**config.mk**
```make
export PLATFORM = sky130hd
export DESIGN_NAME = evt_timer
export DESIGN_NICKNAME = d
export VERILOG_FILES = /design/src/rtl/evt_timer.sv
export SDC_FILE = /design/constraint.sdc
export NUM_CORES = 1
export LEC_CHECK = 0
export CORE_ASPECT_RATIO = 0.9
export CORE_UTILIZATION = 48
export DETAILED_ROUTE_END_ITERATION = 7
export PLACE_DENSITY = 0.82
export SYNTH_ARGS = -nofsm -noshare
export SYNTH_HDL_FRONTEND = slang
export SYNTH_SLANG_ARGS = --single-unit
```
**constraint.sdc**
```tcl
create_clock -name clk -period 3.2 [get_ports clk]
set_clock_uncertainty 0.2 [all_clocks]
set_input_delay 0.64 -clock clk [delete_from_list [all_inputs] [get_ports clk]]
set_output_delay 0.64 -clock clk [all_outputs]
set_load 0.05 [all_outputs]
```
**src/rtl/evt_timer.sv**
```systemverilog
// Prescaled one-shot event timer: counts load_val ticks of PRESCALE cycles,
// then emits a one-cycle timeout_pulse and holds a sticky expired level.
module evt_timer #(
  parameter int CNT_W    = 16,
  parameter int PRESCALE = 8
) (
  input  logic             clk,
  input  logic             reset_n,
  input  logic             start_pulse,
  input  logic             stop,
  input  logic [CNT_W-1:0] load_val,
  output logic             timeout_pulse,
  output logic             running,
  output logic             expired,
  output logic [CNT_W-1:0] remaining
);

  localparam int PW = (PRESCALE > 1) ? $clog2(PRESCALE) : 1;
  localparam logic [PW-1:0] PRE_LAST = PW'(PRESCALE - 1);

  typedef enum logic [1:0] {
    IDLE    = 2'd0,
    RUN     = 2'd1,
    EXPIRED = 2'd2
  } state_t;

  state_t            r_state;
  state_t            w_state_nxt;
  logic [PW-1:0]     r_presc;
  logic [PW-1:0]     w_presc_nxt;
  logic [CNT_W-1:0]  r_remaining;
  logic [CNT_W-1:0]  w_remaining_nxt;
  logic              r_pulse;
  logic              w_pulse_nxt;
  logic              r_running;
  logic              r_expired;
  logic              w_tick;
  logic              w_final;

  assign w_tick  = (r_state == RUN) && (r_presc == PRE_LAST);
  assign w_final = w_tick && (r_remaining <= CNT_W'(1));

  // State register; running/expired are registered from the next state so
  // every output comes straight from a flop.
  always_ff @(posedge clk or negedge reset_n) begin
    if (!reset_n) begin
      r_state     <= IDLE;
      r_presc     <= '0;
      r_remaining <= '0;
      r_pulse     <= 1'b0;
      r_running   <= 1'b0;
      r_expired   <= 1'b0;
    end else begin
      r_state     <= w_state_nxt;
      r_presc     <= w_presc_nxt;
      r_remaining <= w_remaining_nxt;
      r_pulse     <= w_pulse_nxt;
      r_running   <= (w_state_nxt == RUN);
      r_expired   <= (w_state_nxt == EXPIRED);
    end
  end

  // Next-state: stop beats start, start beats tick/expiry.
  always_comb begin
    w_state_nxt = r_state;
    if (stop) begin
      w_state_nxt = IDLE;
    end else if (start_pulse) begin
      w_state_nxt = (load_val != '0) ? RUN : EXPIRED;
    end else begin
      case (r_state)
        RUN:     if (w_final) w_state_nxt = EXPIRED;
        EXPIRED: w_state_nxt = EXPIRED;
        default: w_state_nxt = IDLE;
      endcase
    end
  end

  // Datapath/output next values, same priority order as the state logic.
  always_comb begin
    w_presc_nxt     = '0;
    w_remaining_nxt = r_remaining;
    w_pulse_nxt     = 1'b0;
    if (stop) begin
      w_remaining_nxt = '0;
    end else if (start_pulse) begin
      w_remaining_nxt = load_val;
      w_pulse_nxt     = (load_val == '0);
    end else if (r_state == RUN) begin
      if (w_tick) begin
        if (w_final) begin
          w_remaining_nxt = '0;
          w_pulse_nxt     = 1'b1;
        end else begin
          w_remaining_nxt = r_remaining - CNT_W'(1);
        end
      end else begin
        w_presc_nxt = r_presc + PW'(1);
      end
    end else if (r_state == EXPIRED) begin
      w_remaining_nxt = '0;
    end
  end

  assign timeout_pulse = r_pulse;
  assign running       = r_running;
  assign expired       = r_expired;
  assign remaining     = r_remaining;

endmodule

```
-- Yosys cells after proc, flatten, opt, wreduce, memory -nomap -nowiden
Index checks and enable logic that the tools add are counted.
- flip-flop bits (word level): 24
- output and inout bits: 19
- add/sub/neg operators: 2
- $lt $le $gt $ge: 1
- eq/ne operators: 6
- muxes and demuxes: 20
- reduce and logical (&&, ||, !) cells: 6
- operators with widths (cell ; count):
    16-bit 2-to-1 mux ; 6
    16-bit by 1-bit <= comparator with 1-bit output, second input constant ; 1
    16-bit logical NOT ; 1
    16-bit nonzero test ; 1
    16-bit by 1-bit subtractor with 16-bit output, second input constant ; 1
    3-bit 2-to-1 mux ; 4
    2-bit 2-to-1 mux ; 4
    1-bit 2-to-1 mux ; 5
    2-bit by 1-bit == test with 1-bit output, second input constant ; 2
    2-bit == test, second input constant ; 2
    4-bit inequality test, second input constant ; 1
    2-bit case mux with 2 select lines ; 1
    4-bit nonzero test ; 1
    3-bit by 1-bit adder with 3-bit output, second input constant ; 1
    3-bit == test, second input constant ; 1
    1-bit logical AND ; 2
    2-bit AND reduction ; 1

-- Logic depth before layout (Yosys ltp)
Gate-level depths: netlist of the first run.
- depth in word-level cells: 8
- mapped depth: 8
- depth with buffers taken out: 7

-- Worst setup path after synthesis of the first run
No wires, ideal clock.
- kind: flip-flop to flip-flop
- from: register r_remaining[1], in the netlist remaining[1]
- to: register r_remaining[14], in the netlist remaining[14]
- library setup time: 0.118 ns
- data arrival time: 2.626 ns
- data required time: 2.882 ns
- path slack: 0.256 ns
- stages on the path, launching flop included: 9
- path buffers: 1
- clock period less this slack: 2.944 ns
- cell sequence: dfrtp_1 > inv_1 > ha_1 > or3b_2 > clkbuf_1 > or3_4 > or4_1 > a31o_1 > a21o_1
- word-level cells in the longest chain between the ends: 7
- RTL lines (what ; line ; text):
    start: declaration ; 31 ; logic [CNT_W-1:0] r_remaining;
    start signal: assignment ; 56 ; r_remaining <= w_remaining_nxt;
    16-bit by 1-bit <= comparator with 1-bit output ; 41 ; assign w_final = w_tick && (r_remaining <= CNT_W'(1));
    1-bit logical AND ; 41 ;
    16-bit 2-to-1 mux (*) ; 91 ; if (w_final) begin
    16-bit 2-to-1 mux (*) ; 90 ; if (w_tick) begin
    16-bit 2-to-1 mux (*) ; 89 ; end else if (r_state == RUN) begin
    16-bit 2-to-1 mux (*) ; 86 ; end else if (start_pulse) begin
    16-bit 2-to-1 mux (*) ; 84 ; if (stop) begin
Mark *: on every way between the ends. The rest lies on a longest branch, timed or not. The select of a mux whose other input is x is not followed.
A chain may end at the register's enable or synchronous reset.

-- Final worst setup path of the first run
Ends and elaborated chain as after synthesis.

==> results of run 1 <==
==> cell families after synthesis <==
| logic type | Yosys count | share of synthesized area, % |
|---|---|---|
| compound gates | 45 | 22.72 |
| mux | 2 | 1.341 |
| flops | 24 | 40.23 |
| simple gates | 69 | 28.16 |
| buf+inv | 10 | 2.514 |
| fa+ha+maj | 6 | 5.029 |
==> per-layer routing <==
metal  up-vias  part of all wire (%)
met1       715                    43
met2        79                    47
met5         -                     0
met4         0                   1.6
li1        683                     -
met3        10                   8.3
==> metrics by stage <==
step / hold slack [ns] / cells / setup slack [ns] / utilization [%]
floorplan: 0.1444 / 156 / 0.2561 / -
global placement: 0.2231 / 234 / 0.5104 / 68.30
detailed placement: 0.2365 / 234 / 0.4248 / 68.30
CTS: 0.2540 / 237 / 0.3904 / 69.09
global route: 0.2906 / 237 / 0.2693 / 69.09
finish: 0.2579 / 237 / 0.3827 / 69.09
==> Yosys cell counts, drive strengths merged (3+ instances only) <==
cell,instances,area share (%)
nand3,4,1.3
a22oi,8,4.0
clkbuf,4,1.0
or2,5,2.1
a21oi,5,1.7
ha,6,5.0
nor3,7,2.3
nor4,8,3.4
inv,6,1.5
dfrtp,24,40
a221o,5,3.4
nor2,15,3.9
o211ai,3,2.4
o311ai,3,1.8
and2,3,1.3
nor3b,4,2.7
o21ai,12,4.8
nand2,5,1.3
or3,4,2.3
or4,5,3.3
==> worst register-to-register path, cell delays in order, from the launching register on <==
cell                      delay [ns]
sky130_fd_sc_hd__dfrtp_1        0.45
sky130_fd_sc_hd__inv_1          0.12
sky130_fd_sc_hd__ha_1           0.20
sky130_fd_sc_hd__or3b_2         0.54
sky130_fd_sc_hd__or3_4          0.38
sky130_fd_sc_hd__or4_1          0.44
sky130_fd_sc_hd__a31o_1         0.24
sky130_fd_sc_hd__a21o_1         0.17
==> power groups by stage <==
stage	registers (uW)	clock network, uW	logic (uW)
3_5_place_dp	350	0	250
2_1_floorplan	403	0	100
5_1_grt	348	156	272
6_report	345	137	253
4_1_cts	345	137	252
3_3_place_gp	349	0	245
==> path summary, 6_finish.rpt <==
kind | endpoint | slack [ns] | depth (start not counted)
worst max-delay path | remaining[14] | 0.38 | 7
worst min-delay path | r_presc[0] | 0.26 | 1
worst max register to register | remaining[14] | 0.38 | 7
worst min register to register | r_presc[0] | 0.26 | 1
max in group asynchronous | remaining[15] | 2.09 | 2
min in group asynchronous | timeout_pulse | 0.46 | 2
==> final cells by class <==
class                   count  area share [%]
flip-flops and latches     24           30.63
clock buffers               3           1.149
multi-input cells         122           43.59
inverters                   6           1.149
well taps                  40           2.553
repair buffers             42           20.93
==> sequential cells by signal, indices dropped and copies added (netlist names) <==
signal,count
r_presc,3
expired,1
running,1
timeout_pulse,1
remaining,16
r_state,2
==> placed cells by master (no fill, tap or decap), drive strengths merged, types with 4 or more instances in the layout <==
cell	n
o21ai	12
or4	5
dfrtp	24
a221o	5
nand2	5
or3	4
ha	6
a21oi	5
clkdlybuf4s50	38
or2	5
nor3	7
buf	4
nand3	4
nor4	8
nor2	15
inv	6
nor3b	4
a22oi	8
==> results by stage, run 1 <==
Outcome:
- The run finished with clean final reports.

Floorplan:
- During I/O placement, the number of pins put on the boundary was 39.
- After floorplanning, the core was sized to cover 2838 sq um.
- Measured along the x axis, the die boundary spans ~60 um.
- The die covers around 3300 sq um.
- The starting density of the core is a little over half.
- The number of rows in the core area is 18.
- The vertical die dimension is approximately 55 um.

Clock tree:
- The clock latency on the worst-skew pair is about 0.32 ns.
- The deepest level of the CTS H-tree is 1.
- After clock tree synthesis, the clock-pin slew on the worst setup and hold paths is 0.14 ns.
- Post-CTS timing repair inserted 0 buffers for setup.
- The tree is rooted in a sky130_fd_sc_hd__clkbuf_4.
- The clock buffer count from CTS is 3.
- In this run, post-CTS repair resized a total of 0 instances.
- TritonCTS built the clock tree.
- The maximum clock insertion buffer count is 2.
- The clock drives 24 sinks.
- Hold repair after CTS inserted 0 buffers.

Flow run:
- The tool flagged a number of max-cap violations equal to 0.

Logic synthesis:
- The async set or reset register ratio after synthesis is 100.0%.
- When the netlist entered floorplanning its net count stood at ~180.
- The number of enable-type register cells in the synthesized netlist is 0.
- Each instance of the synthesized netlist takes up on average ~9.6 sq um.
- The number of distinct library cell variants in the gate-level netlist after synthesis is between 40 and 50.
- The synthesized instance count is about 160.
- The total number of yosys warnings is 0.
- For this run, the register share of the synthesized area comes to roughly two fifths.
- Counting flops and latches in the post-synthesis netlist gives 24.
- For this run, the leading register cell type out of synthesis is sky130_fd_sc_hd__dfrtp_1.
- The mapped netlist covers ~1500 sq um.

Timing:
- The hold violation count in the final report is 0.
- Setup total negative slack on the finished layout was measured at 0 ns.
- The part of the cycle the worst path needs is between 80% and 90%.
- Setup repair after global routing left no endpoint under its margin.
- Timing would allow up to ~350 MHz.
- The final critical path time including I/O delays and setup is between 2 and 3 ns.
- The final-report setup violation count is 0.
- At the pin with the least slew margin, the transition time is roughly 0.55 ns.
- Measured against its own limit, the worst slew margin works out to a little over three fifths.
- The final number of max-transition violations is 0.

Drt:
- The number of remaining DRC errors is 0.
- In the routed layout, each cell is associated on average with a via count of between 6 and 7.
- Wires add up to 4093 um.
- The first-pass detailed-route iteration total is 4.
- After detailed routing, the average wire length per cell comes to around 17 um.
- Detailed routing inserted a total of between 1,000 and 1,500 vias.
- The first routing iteration left around 110 violations.
- The number of routed nets with antenna violations is 0.

Worst hold path:
- The min-delay analysis places its worst path in the category flop to flop.
- The worst min-delay path startpoint is r_presc[0].

Final layout:
- The count of inserted antenna diode cells is 0.
- The multi-input combinational cells in the finished layout cover a total of ~850 sq um.
- Once layout is done, the placed cells without fillers occupy ~2000 sq um.
- The number of nets in the layout is roughly 230.
- The share of final-layout standard cells stronger than drive strength 1 is 11.68%.
- The layout overhead on the synthesized area is 31.35%.
- Counting the fill cells in the layout gives roughly 240.
- Summing all flip-flop and latch instances after layout gives approximately 600 sq um.

Placed design:
- The congestion estimate from routability-driven global placement came to 0.8280.
- The instance area after placement is between 1500 and 2000 sq um.
- The wire-length estimate of the detail-placed layout is 2969 um.
- The count of port buffers added during placement is 38.

GRT:
- The wire length of the first global-routing pass is 6513 um.
- The initial antenna violation count came to 0.
- For met3 alone, demand over resource in global routing was under 10%.
- The layer flagged by global routing as most heavily used is met2.
- In the global route stage, met1 resource usage came out at about a third.
- The number of global-route vias before repair is about 1,400.
- Entering global routing, the biggest net connects 25 pins.
- The global-route usage over all layers is between 20% and 30%.
- The total global routing overflow is 0.
- Global routing consumed, on the met2 layer, approximately 45% of the routing resources.

Setup path:
- Of all nets on the critical path, the largest fanout is 7.
- The signal on the critical path passes through inv_1 -> ha_1 -> or3b_2 -> or3_4 -> or4_1 -> a31o_1 -> a21o_1.
- The cell family contributing the most delay on the critical path is simple AND/OR/NAND/NOR gates.
- The largest single stage delay on the critical path is roughly 0.54 ns.
- The source of the critical timing path is remaining[1].
- Data on the critical path is required at its endpoint by 3.24 ns.
- The critical path in this run is classified as flop to flop.
- The source of the worst register-to-register timing path is remaining[1].
- Together, buffers and inverters on the worst path number 1.
- On the critical path, the stage with the largest delay is an instance of sky130_fd_sc_hd__or3b_2.
- Data on the critical path arrives at its endpoint at 2.85 ns.
- STA classifies the critical path startpoint as a flop.
- The capturing element type of the critical path is a flop.

Pwr:
- The net switching share of the total power is 36.34%.
- In this run the power density over the cells is 375.0 nW/um^2.
- The clock share of power is 18.6%.
- The total chip power is 735.2 uW.
- The analysis attributes to cell leakage a power of 0.0008240 uW.
- The total net switching power is between 200 and 300 uW.
- Cell internal power was estimated by the tool at ~470 uW.
- Of the total power, combinational logic draws roughly a third.
- Per report_power, the sequential group accounts for a little under half of the total.
- The worst-case IR drop observed on VDD is 0.0002620 V.
Note: power is estimated with default switching activity, not from simulation.
==> run 2, diff against run 1 <==
--- a/config.mk
+++ b/config.mk
@@ -8,6 +8,7 @@
 export CORE_ASPECT_RATIO = 0.9
 export CORE_UTILIZATION = 48
 export DETAILED_ROUTE_END_ITERATION = 7
+export HOLD_SLACK_MARGIN = 0.03
 export PLACE_DENSITY = 0.82
 export SYNTH_ARGS = -nofsm -noshare
 export SYNTH_HDL_FRONTEND = slang
==> results of run 2 <==
Same layout as run 1: the final DEF is identical, and so are final timing and power.
